File: src/rtl/integrador_sinaptico.sv
// Synaptic integrator: serially scans a delayed spike vector, sums the signed
// weights of the active inputs and presents a saturated current with a valid pulse.
module integrador_sinaptico #(
  parameter int W  = 32,
  parameter int WW = 16,
  parameter int OW = 16
) (
  input  logic                 clk,
  input  logic                 rst_n,
  input  logic                 spk_valid,
  input  logic [W-1:0]         spk_vec,
  input  logic                 w_we,
  input  logic [$clog2(W)-1:0] w_addr,
  input  logic [WW-1:0]        w_data,
  output logic                 busy,
  output logic                 out_valid,
  output logic [OW-1:0]        I_syn,
  output logic                 overrun
);

  localparam int IW = $clog2(W);
  localparam int AW = WW + IW;

  localparam logic signed [AW-1:0] SAT_MAX = AW'((64'sd1 <<< (OW - 1)) - 64'sd1);
  localparam logic signed [AW-1:0] SAT_MIN = ~SAT_MAX;
  localparam logic [IW:0]          W_LIM   = (IW + 1)'(W);
  localparam logic [IW-1:0]        IDX_LAST = IW'(W - 1);

  typedef enum logic [1:0] {
    IDLE = 2'd0,
    SCAN = 2'd1,
    DONE = 2'd2
  } state_t;

  state_t                 state;
  logic [W-1:0]           scan_vec;
  logic [W-1:0]           buf_vec;
  logic                   buf_full;
  logic [IW-1:0]          idx;
  logic signed [AW-1:0]   acc;
  logic signed [WW-1:0]   weights [W];

  logic signed [WW-1:0]   w_sel;
  logic signed [AW-1:0]   addend;
  logic signed [AW-1:0]   acc_sum;
  logic [OW-1:0]          sat_val;
  logic                   addr_ok;

  // Handshake: spk_valid has no ready. A vector is accepted on any edge where
  // spk_valid=1; busy is advisory and a vector offered while the one-deep
  // buffer is full is dropped and recorded in the sticky overrun flag.
  assign busy    = (state != IDLE) | buf_full;
  assign addr_ok = ({1'b0, w_addr} < W_LIM);

  always_comb begin
    w_sel   = weights[idx];
    addend  = '0;
    if (scan_vec[idx]) addend = AW'(w_sel);
    acc_sum = acc + addend;
  end

  always_comb begin
    sat_val = acc[OW-1:0];
    if (acc > SAT_MAX)      sat_val = SAT_MAX[OW-1:0];
    else if (acc < SAT_MIN) sat_val = SAT_MIN[OW-1:0];
  end

  // The scan reads weights[idx] combinationally, so a write on the same edge
  // is only seen by later reads.
  always_ff @(posedge clk or negedge rst_n) begin
    if (!rst_n) begin
      for (int i = 0; i < W; i++) weights[i] <= '0;
    end else if (w_we && addr_ok) begin
      weights[w_addr] <= w_data;
    end
  end

  always_ff @(posedge clk or negedge rst_n) begin
    if (!rst_n) begin
      state     <= IDLE;
      scan_vec  <= '0;
      buf_vec   <= '0;
      buf_full  <= 1'b0;
      idx       <= '0;
      acc       <= '0;
      out_valid <= 1'b0;
      I_syn     <= '0;
      overrun   <= 1'b0;
    end else begin
      out_valid <= 1'b0;
      case (state)
        IDLE: begin
          if (buf_full) begin
            // A vector parked during DONE starts here; a new one refills the buffer.
            scan_vec <= buf_vec;
            acc      <= '0;
            idx      <= '0;
            state    <= SCAN;
            if (spk_valid) buf_vec  <= spk_vec;
            else           buf_full <= 1'b0;
          end else if (spk_valid) begin
            scan_vec <= spk_vec;
            acc      <= '0;
            idx      <= '0;
            state    <= SCAN;
          end
        end

        SCAN: begin
          acc <= acc_sum;
          idx <= idx + IW'(1);
          if (idx == IDX_LAST) state <= DONE;
          if (spk_valid) begin
            if (!buf_full) begin
              buf_vec  <= spk_vec;
              buf_full <= 1'b1;
            end else begin
              overrun <= 1'b1;
            end
          end
        end

        DONE: begin
          I_syn     <= sat_val;
          out_valid <= 1'b1;
          if (buf_full) begin
            scan_vec <= buf_vec;
            acc      <= '0;
            idx      <= '0;
            buf_full <= 1'b0;
            state    <= SCAN;
            if (spk_valid) overrun <= 1'b1;
          end else begin
            state <= IDLE;
            if (spk_valid) begin
              buf_vec  <= spk_vec;
              buf_full <= 1'b1;
            end
          end
        end

        default: state <= IDLE;
      endcase
    end
  end

endmodule

File: config.mk
export PLATFORM = sky130hd
export DESIGN_NAME = integrador_sinaptico
export DESIGN_NICKNAME = d
export VERILOG_FILES = /design/src/rtl/integrador_sinaptico.sv
export SDC_FILE = /design/constraint.sdc
export NUM_CORES = 1
export LEC_CHECK = 0
export CAP_MARGIN = 30
export CORE_ASPECT_RATIO = 0.75
export CORE_MARGIN = 2
export CORE_UTILIZATION = 60
export DETAILED_ROUTE_END_ITERATION = 8
export MAX_ROUTING_LAYER = met4
export PLACE_DENSITY = 0.82
export SETUP_SLACK_MARGIN = 0.4
export SKIP_CTS_REPAIR_TIMING = 1
export SLEW_MARGIN = 20
export SYNTH_ARGS = -nofsm -noshare
export SYNTH_HDL_FRONTEND = slang
export SYNTH_SLANG_ARGS = --single-unit
File: constraint.sdc
create_clock -name clk -period 8.8 [get_ports clk]
set_input_delay 1.32 -clock clk [delete_from_list [all_inputs] [get_ports clk]]
set_output_delay 1.32 -clock clk [all_outputs]
set_load 0.01 [all_outputs]
Yosys cells after proc, flatten, opt, wreduce, memory -nomap -nowiden. Index checks and enable logic that the tools add are counted.

Output and inout bits: 19. Logic and storage cells: 120. Input port bits: 57. Flip-flop bits (word level): 623.

Equality and inequality tests: 12. Multiplexer cells: 44. Bitwise logic cells: 3. $lt $le $gt $ge: 6. Reduce and logical (&&, ||, !) cells: 12. $add $sub $neg: 2.

Operators by type and width (number): $bwmux W512 (1); $mux W32 (8); $pmux W32 S3 (1); $mux W21 (4); $bmux W16 S5 (1); $demux W16 S5 (1); $mux W16 (5); $pmux W32 S2 (1); $pmux W21 S3 (1); $add A21 B21 Y21 (1); $gt A21 B16 Y1 const B (1); $lt A21 B16 Y1 const B (1); $ne A2 B2 Y1 const B (8); $mux W5 (3); $pmux W5 S3 (1); $ge A6 B6 Y1 const B (2); $not A5 Y6 (2); $mux W1 (10); $reduce_and A5 Y1 (2); $lt A5 B6 Y1 const B (1); $lt A6 B1 Y1 const B (1); $mux W2 (3); $pmux W2 S3 (1); $reduce_and A3 Y1 (2); other kinds (14) (17).

Logic depth before layout (Yosys ltp). Gate-level depths: netlist (run 1).

Depth after elaboration: 7. Depth in mapped cells: 19. Gate-level depth less buffers: 15.

Least setup slack after synthesis (run 1). OpenSTA, ideal clock, no wires.

Kind: flip-flop to flip-flop. From: register idx[1]. To: register acc[20]. Buffers on the path: 4. Clock period less this slack: 4.391 ns. Path slack: 4.409 ns. Cell stages (with the launch flop): 19. Required time: 8.677 ns. Data arrival time: 4.268 ns. Setup time: 0.123 ns. Path through: dfrtp_1 buf_2 buf_2 buf_1 clkbuf_1 mux4_2 mux4_2 mux2i_1 nor2_1 ha_1 fa_1 a211oi_1 o21ai_1 nand3_1 a31oi_1 a211oi_1 xnor2_1 mux2i_1 o21ai_1.

Word-level cells in the longest chain between the ends: 7. Elaborated cells on any way between the ends: 9. Classes of those cells: add/sub: 1; mux: 7; bitwise: 1.

RTL lines: start: declaration (RTL line 39) `logic [IW-1:0] idx;`; start signal: assignment (RTL line 111) `idx <= idx + IW'(1);`; $not A5 Y6 (not written as such) (RTL line 56) `w_sel = weights[idx];`; $bmux W16 S5 (RTL line 56); $mux W16 (not written as such) (2 in a row) (RTL line 56); $mux W21 (*) (RTL line 58) `if (scan_vec[idx]) addend = AW'(w_sel);`; $add A21 B21 Y21 (*) (RTL line 59) `acc_sum = acc + addend;`; $pmux W21 S3 (*) (RTL line 91) `case (state)`; end signal: assignment (RTL line 110) `acc <= acc_sum;`; end: declaration (RTL line 40) `logic signed [AW-1:0] acc;`.

Mark *: on every way between the ends. The rest lies on a longest branch, timed or not. The select of a mux whose other input is x is not followed. A chain may end at the register's enable or synchronous reset.

Worst setup path in the final report (run 1). Same ends and word-level chain as after synthesis.

==> results of run 1 <==
registers in the layout (all words and copies together) (netlist names):
signal,cells
buf_vec,32
buf_full,1
scan_vec,32
overrun,1
acc,21
I_syn,16
out_valid,1
idx,5
state,2
weights,512
final timing paths:
check	startpoint	endpoint	slack [ns]	cells after the start
min in group asynchronous	rst_n	I_syn[9]$_DFFE_PN0P_	0.65	1
min	overrun$_DFFE_PN0P_	overrun$_DFFE_PN0P_	0.47	1
max	idx[1]$_DFFE_PN0P_	acc[20]$_DFFE_PN0P_	3.25	14
max in group asynchronous	rst_n	weights[396]$_DFFE_PN0P_	6.25	4
max reg2reg	idx[1]$_DFFE_PN0P_	acc[20]$_DFFE_PN0P_	3.25	14
min reg2reg	overrun$_DFFE_PN0P_	overrun$_DFFE_PN0P_	0.47	1
through the flow:
step,total power (uW),std cells,setup WS [ns],hold slack (ns),cell area (sq um)
3_5_place_dp,6930,2571,3.27,0.457,30500
3_3_place_gp,6770,2563,3.27,0.450,30300
5_1_grt,10000,2693,2.80,0.492,32600
4_1_cts,9550,2677,3.24,0.474,32400
6_report,9520,2693,3.25,0.472,32600
2_1_floorplan,6100,1963,4.41,0.445,29000
layer usage:
metal | up-vias | wire, microns | track usage [%]
li1 | 7367 | - | -
met1 | 9218 | 30100 | 41.7
met2 | 615 | 32200 | 43.4
met3 | 146 | 4810 | 5.88
met4 | 0 | 2040 | 9.12
met5 | - | 0 | -
power groups by stage:
stage	registers, uW	clock network, uW	logic (uW)
3_5_place_dp	4080	0	2850
4_1_cts	4040	2630	2880
6_report	4040	2600	2880
5_1_grt	4130	2760	3120
2_1_floorplan	3830	0	2280
3_3_place_gp	4030	0	2740
Yosys cell counts (13+ instances only):
master	count	area, sq um
mux4_2	166	3740
mux2_2	135	1520
o21ai_0	29	145
buf_2	13	65.1
a21oi_1	48	240
dfrtp_1	623	15600
nor2_1	71	267
clkbuf_1	132	495
mux2i_1	52	521
o21ai_1	43	215
nand2_1	88	330
ha_1	27	338
mux2_1	412	4640
cells by family (layout without fill, tap and decap cells):
logic type / Yosys count / count (layout) / synth area share, %
flip-flops: 623 / 623 / 53.8
AO/OA/AOI/OAI: 161 / 161 / 3.20
XOR/XNOR: 14 / 14 / 0.423
other: 0 / 2 / 0
buffers and inverters: 164 / 253 / 2.34
AND/OR/NAND/NOR: 208 / 208 / 3.12
adder cells (fa/ha/maj): 28 / 28 / 1.23
multiplexers: 765 / 765 / 35.9
critical path, stage by stage, from the launching register on:
cell	delay, ns
dfrtp_4	1.03
buf_4	0.84
mux4_2	0.41
mux4_2	0.52
mux2i_1	0.32
nor2_1	0.10
ha_1	0.41
and3_1	0.22
a221o_1	0.30
a21oi_1	0.27
a31oi_1	0.22
a211oi_1	0.29
xnor2_1	0.17
mux2i_1	0.21
o21ai_1	0.07
final cells by class:
| cell class | count | area [sq um] |
|---|---|---|
| Clock inverter | 25 | 303 |
| Sequential cell | 623 | 15600 |
| Multi-Input combinational cell | 1176 | 12800 |
| Fill cell | 3102 | 14900 |
| Tap cell | 639 | 800 |
| Antenna cell | 2 | 5.00 |
| Inverter | 10 | 37.5 |
| Clock buffer | 81 | 1670 |
| Timing Repair Buffer | 137 | 1420 |
==> metrics.txt, run 1 <==
status completed; Max Cap Violations 0; Post-Syn Area 29000 sq um; clock edge transition at the registers on the reported setup and hold paths 0.07 ns; Die ar. 50100 sq um; RSZ-0062 raised after global routing no; CP max FO 60; fin. max-slew vios 0; DRT iter0 DRCs 1389; Residual DRC 0; Yosys reg bits 623; period utilization 63.1%; largest net degree at the start of global routing 196; slew margin rel. 36.4%; H-Tree Level Count 2; Die X 258 microns; Die Ht 194 microns; # rows 69; clock buffer depth 3; GP Congestion 0.888; initial antenna violation count 3; TNS Setup 0 ns; share of total power in the clock network 27.3%; Num CTS Buffers 58; Final nets 2091; dpl hpwl 43.4 mm; Cell variety after synth 53; Initial Utilization 61.0%; CTS tree done; power share of the combinational group 30.3%; Data required, critical path 9.30 ns; most frequent cells in the layout 620 x dfrtp_1, 412 x mux2_1, 166 x mux4_2, 135 x mux2_2, 82 x nand2_1; NetSw 2960 uW; DRT Wirelength 69.2 mm; Pint 6560 uW; first-pass GRT wire length 109 mm; Fin. Hold Viols 0; Power Density 292 nW/um^2; ANT nets after route 0; Ports 76; switching share of power 31.1%; CORE AREA 47600 sq um; clk sink count 623; vias in the first global route 18000; Critical Path End Type flip-flop; grt ovf 0; Pre-antenna DRT Iters 6; share of layout cells above drive strength 1 24.3%; Main synth FF type dfrtp_1; register share of total power 42.5%; Synth Instances 1963; Mapped Nets 2048; clk root buf clkbuf_16; Worst-Margin Slew 0.954 ns; P&R area growth vs syn 12.6%; GR Util All Layers 29.4%; clk_lat worst skew 0.63 ns; Lkg Pwr 0.0147 uW; EDFF count, synth 0; Port Buffers 75; Synth Area per Inst 14.8 sq um; WS Path Type flip-flop to flip-flop; Vias 17300; setup violators final 0; Hold Path Class flip-flop to flip-flop; Critical Path Start Type flip-flop; Synth async-reset ratio 100%; sequential-to-total area share from yosys stat 53.8%; Min Clock Period, post-route 5.55 ns; most common cell after layout, fill and taps aside dfrtp_1; Vias/cell 6.44; CP Data Arrival Time 6.06 ns; post-layout util 68.6%; worst vdd ir 185 uV; Routed wire per std cell 25.7 microns; final setup skew 0.0176 ns; fmax 0.180 GHz; Ys Warns 0
Note: power is estimated with default switching activity, not from simulation.
==> run 2, diff against run 1 <==
clock period = 5.23 ns   (was 8.8 ns; I/O delays follow)
==> metrics.txt, run 2 (synthesized netlist as in run 1, its figures left out) <==
share of layout cells above drive strength 1 25.8%; CTS tree done; worst hold slack 0.0444 ns; H-Tree Level Count 2; fin. max-slew vios 0; post-layout instance area 33100 sq um; path depth of the worst reg2reg path 14; RSZ-0062 raised after global routing no; DRT iter0 DRCs 1734; max reg flops 512; Max Cap Violations 0; largest net degree at the start of global routing 127; GR Util All Layers 29.7%; clk root buf clkbuf_16; Final nets 2128; biggest regs weights (512), buf_vec (32), scan_vec (32); initial antenna violation count 2; # rows 69; reg2reg start idx[0]$_DFFE_PN0P_; Ports 76; Data required, critical path 5.75 ns; reg2reg end acc[18]$_DFFE_PN0P_; Hold Path Class input port to asynchronous set/reset pin; CORE AREA 47600 sq um; R2R setup slack 0.63 ns; worst vdd ir 345 uV; final worst slack 0.633 ns; CP max FO 31; ANT nets after route 0; pre-CTS setup slack 0.427 ns; Slowest cell on crit path dfrtp_4; Num CTS Buffers 58; clock buffer depth 3; most used cell, CP mux4_2; fmax 0.218 GHz; Worst-Margin Slew 0.744 ns; CP Cell Sequence buf_16, mux4_2, mux4_2, mux2i_2, nor2_1, ha_1, a21o_1, a221o_1, a21oi_1, a31oi_1, a211oi_1, o21bai_1, xnor2_1, o31ai_1; grt ovf 0; Vias 17600; placed cell area 30700 sq um; Port Buffers 75; Pre-antenna DRT Iters 5; P&R area growth vs syn 14.0%; period utilization 87.9%; Residual DRC 0; clock edge transition at the registers on the reported setup and hold paths 0.07 ns; Power Density 498 nW/um^2; clk sink count 623; DRT Wirelength 70.7 mm; Die Ht 194 microns; Largest Register weights; setup violators final 0; Initial Utilization 61.0%; most common cell after layout, fill and taps aside dfrtp_1; vias in the first global route 18400; final setup skew 0.0176 ns; clk_lat worst skew 0.61 ns; Min Clock Period, post-route 4.60 ns; GP Congestion 0.923; most frequent cells in the layout 620 x dfrtp_1, 412 x mux2_1, 166 x mux4_2, 135 x mux2_2, 88 x nand2_1; Die ar. 50100 sq um; Die X 258 microns; TNS Setup 0 ns; status completed; Critical Path End Type flip-flop; CP Data Arrival Time 5.12 ns; Lkg Pwr 0.0149 uW; Vias/cell 6.44; dpl hpwl 45.1 mm; Routed wire per std cell 25.9 microns; WS Path Type flip-flop to flip-flop; Critical Path Start Type flip-flop; first-pass GRT wire length 110 mm; slowest stage delay, CP 0.59 ns; Fin. Hold Viols 0; slew margin rel. 50.2%
==> run 2: changes by cell type in the layout (fill, tap and decap cells not counted), sizes merged <==
cell	delta
clkinv	+2
clkbuf	-2
clkinvlp	+3
buf	+37
==> run 2: how the worst max path moves through the flow <==
stage	slack [ns]	start	to	cells after the start
2_1_floorplan	0.84	idx[1]$_DFFE_PN0P_	acc[20]$_DFFE_PN0P_	18
3_3_place_gp	0.44	idx[0]$_DFFE_PN0P_	acc[20]$_DFFE_PN0P_	15
3_5_place_dp	0.43	idx[0]$_DFFE_PN0P_	acc[20]$_DFFE_PN0P_	15
4_1_cts	0.38	idx[0]$_DFFE_PN0P_	acc[20]$_DFFE_PN0P_	15
5_1_grt	0.39	idx[0]$_DFFE_PN0P_	acc[18]$_DFFE_PN0P_	14
6_report	0.63	idx[0]$_DFFE_PN0P_	acc[18]$_DFFE_PN0P_	14
==> run 2: area by class of cell <==
type / count / area, sq um
flip-flops and latches: 623 / 15600
clock inverters: 30 / 335
inverters: 10 / 40.0
well taps: 639 / 800
multi-input cells: 1176 / 12800
fillers: 3046 / 14500
diodes: 2 / 5.00
clock buffers: 79 / 1650
repair buffers: 174 / 1790
==> run 2: power breakdown <==
group	internal, uW	switching (uW)
Clock	2520	1880
Combinational	2780	2570
Sequential	5970	749
==> run 2: routing by layer <==
metal	wire, microns	part of all wire [%]	global-route usage [%]	vias up
met2	32800	46	43.8	661
met5	0	0	-	-
met3	5130	7.3	5.01	140
met1	30700	43	43.1	9373
li1	-	-	-	7422
met4	2110	3.0	8.58	0
==> run 2: worst max-delay path: cells and delay by family, from the launching register on <==
family	cells	cell delay (ns)
AO/OA/AOI/OAI	7	1.69
XOR/XNOR	1	0.14
adder cells (fa/ha/maj)	1	0.38
buffers and inverters	1	0.28
flip-flops	1	0.59
multiplexers	3	1.30
AND/OR/NAND/NOR	1	0.08
==> run 2: per-stage QoR <==
stage | instances | power [uW] | utilization [%]
2_1_floorplan | 1963 | 10300 | -
3_3_place_gp | 2589 | 11500 | 64.3
3_5_place_dp | 2597 | 11800 | 64.6
4_1_cts | 2706 | 16300 | 68.8
5_1_grt | 2733 | 17300 | 69.5
6_report | 2733 | 16500 | 69.5
==> run 3, diff against run 2 <==
HOLD_SLACK_MARGIN = 0.06   (was default)
RECOVER_POWER = 100   (was default)
==> metrics.txt, run 3 (synthesized netlist as in run 1, its figures left out) <==
Slowest cell on crit path dfrtp_4; Worst setup startpoint idx[0]$_DFFE_PN0P_; Hold Path Class flip-flop to flip-flop; Die Ht 194 microns; Max Cap Violations 17; Vias 17700; Vias/cell 6.46; period utilization 90.4%; TNS Setup 0 ns; placed cell area 30700 sq um; WS Path Type flip-flop to flip-flop; Routed wire per std cell 26.0 microns; reg2reg start idx[0]$_DFFE_PN0P_; Min Clock Period, post-route 4.73 ns; Data required, critical path 5.75 ns; dpl hpwl 45.1 mm; # rows 69; clock buffer depth 3; max reg flops 512; CP Cell Sequence buf_16, mux4_2, mux4_2, mux2i_2, nor2_1, fa_1, a211oi_1, o21ai_0, nand3_1, a31oi_1, a211oi_1, o21bai_1, xnor2_1, o31ai_1; clk root buf clkbuf_16; fmax 0.212 GHz; most common cell after layout, fill and taps aside dfrtp_1; Pre-antenna DRT Iters 5; first-pass GRT wire length 110 mm; CP Data Arrival Time 5.24 ns; Die ar. 50100 sq um; biggest regs weights (512), buf_vec (32), scan_vec (32); clk_lat worst skew 0.61 ns; post-layout instance area 32800 sq um; Critical Path End Type flip-flop; Ports 76; GP Congestion 0.923; DRT Wirelength 71.0 mm; status complete, but fails checks; GR Util All Layers 29.7%; Power Density 500 nW/um^2; H-Tree Level Count 2; R2R setup slack 0.50 ns; clk sink count 623; setup violators final 0; RSZ-0062 raised after global routing no; most frequent cells in the layout 620 x dfrtp_1, 414 x mux2_1, 166 x mux4_2, 133 x mux2_2, 88 x nand2_1; P&R area growth vs syn 13.1%; failing checks capacitance limit, slew limit; initial antenna violation count 2; ANT nets after route 0; final setup skew 0.0183 ns; Fill cells 3111; worst vdd ir 346 uV; Die X 258 microns; Setup crit end acc[18]$_DFFE_PN0P_; Largest Register weights; Final nets 2129; Critical Path Start Type flip-flop; slowest stage delay, CP 0.59 ns; Fin. Hold Viols 0; CP max FO 31; grt ovf 0; share of layout cells above drive strength 1 22.9%; Port Buffers 75; Lkg Pwr 0.0148 uW; slew margin rel. -40.8%; Initial Utilization 61.0%; path depth of the worst reg2reg path 14; fin. max-slew vios 554; DRT iter0 DRCs 1635; multi-input logic area 12800 sq um; Worst-Margin Slew 2.10 ns; CTS tree done; Residual DRC 0; clock edge transition at the registers on the reported setup and hold paths 0.07 ns; vias in the first global route 18400; CORE AREA 47600 sq um; largest net degree at the start of global routing 127; reg2reg end acc[18]$_DFFE_PN0P_; Hold Startpoint weights[94]$_DFFE_PN0P_; Sequential Area 15600 sq um; Num CTS Buffers 58
==> run 3: where the power goes <==
group	total, uW	internal [uW]	leakage, uW	switching (uW)
Clock	4400	2520	0.000978	1880
Combinational	5290	2740	0.00585	2550
Sequential	6720	5970	0.00793	749
Total	16400	11200	0.0148	5190
==> run 3: cell type report <==
| cell class | instances | share of cell area, % |
|---|---|---|
| Timing Repair Buffer | 175 | 4.85 |
| Inverter | 10 | 0.122 |
| Sequential cell | 623 | 47.6 |
| Antenna cell | 2 | 0.0153 |
| Multi-Input combinational cell | 1176 | 39.0 |
| Tap cell | 639 | 2.44 |
| Clock inverter | 30 | 1.02 |
| Clock buffer | 79 | 5.04 |
==> run 3: how the worst min path moves through the flow <==
stage                               end  cells after the start  slack, ns
2_1_floorplan  scan_vec[10]$_DFFE_PN0P_                      2       0.44
3_3_place_gp        overrun$_DFFE_PN0P_                      1       0.45
6_report        weights[94]$_DFFE_PN0P_                      1       0.48
3_5_place_dp        overrun$_DFFE_PN0P_                      1       0.47
5_1_grt         buf_vec[27]$_DFFE_PN0P_                      1       0.49
4_1_cts        weights[446]$_DFFE_PN0P_                      1       0.34
==> run 3: routing by layer <==
layer,track usage [%],vias up,wire (microns)
met5,-,-,0
li1,-,7441,-
met2,43.8,669,33000
met1,43.1,9417,31000
met3,5.01,131,5010
met4,8.58,0,2030
==> run 3: through the flow <==
stage          power, uW  utilization, %  std cells  hold slack [ns]  worst slack, ns
6_report           16400            68.9       2734            0.480            0.502
5_1_grt            17200            68.9       2734            0.494            0.249
4_1_cts            16300            68.8       2706            0.338            0.384
3_5_place_dp       11800            64.6       2597            0.468            0.427
3_3_place_gp       11500            64.3       2589            0.453            0.436
2_1_floorplan      10300               -       1963            0.445            0.839
==> run 3: critical path: cells and delay by family, from the launching register on <==
family	cells	cell delay [ns]
DFF	1	0.59
muxes	3	1.38
xor gates and xnor gates	1	0.14
adders and majority gates	1	0.47
AOI/OAI and AO/OA	6	1.42
buffers and inverters	1	0.28
and+or+nand+nor	2	0.30
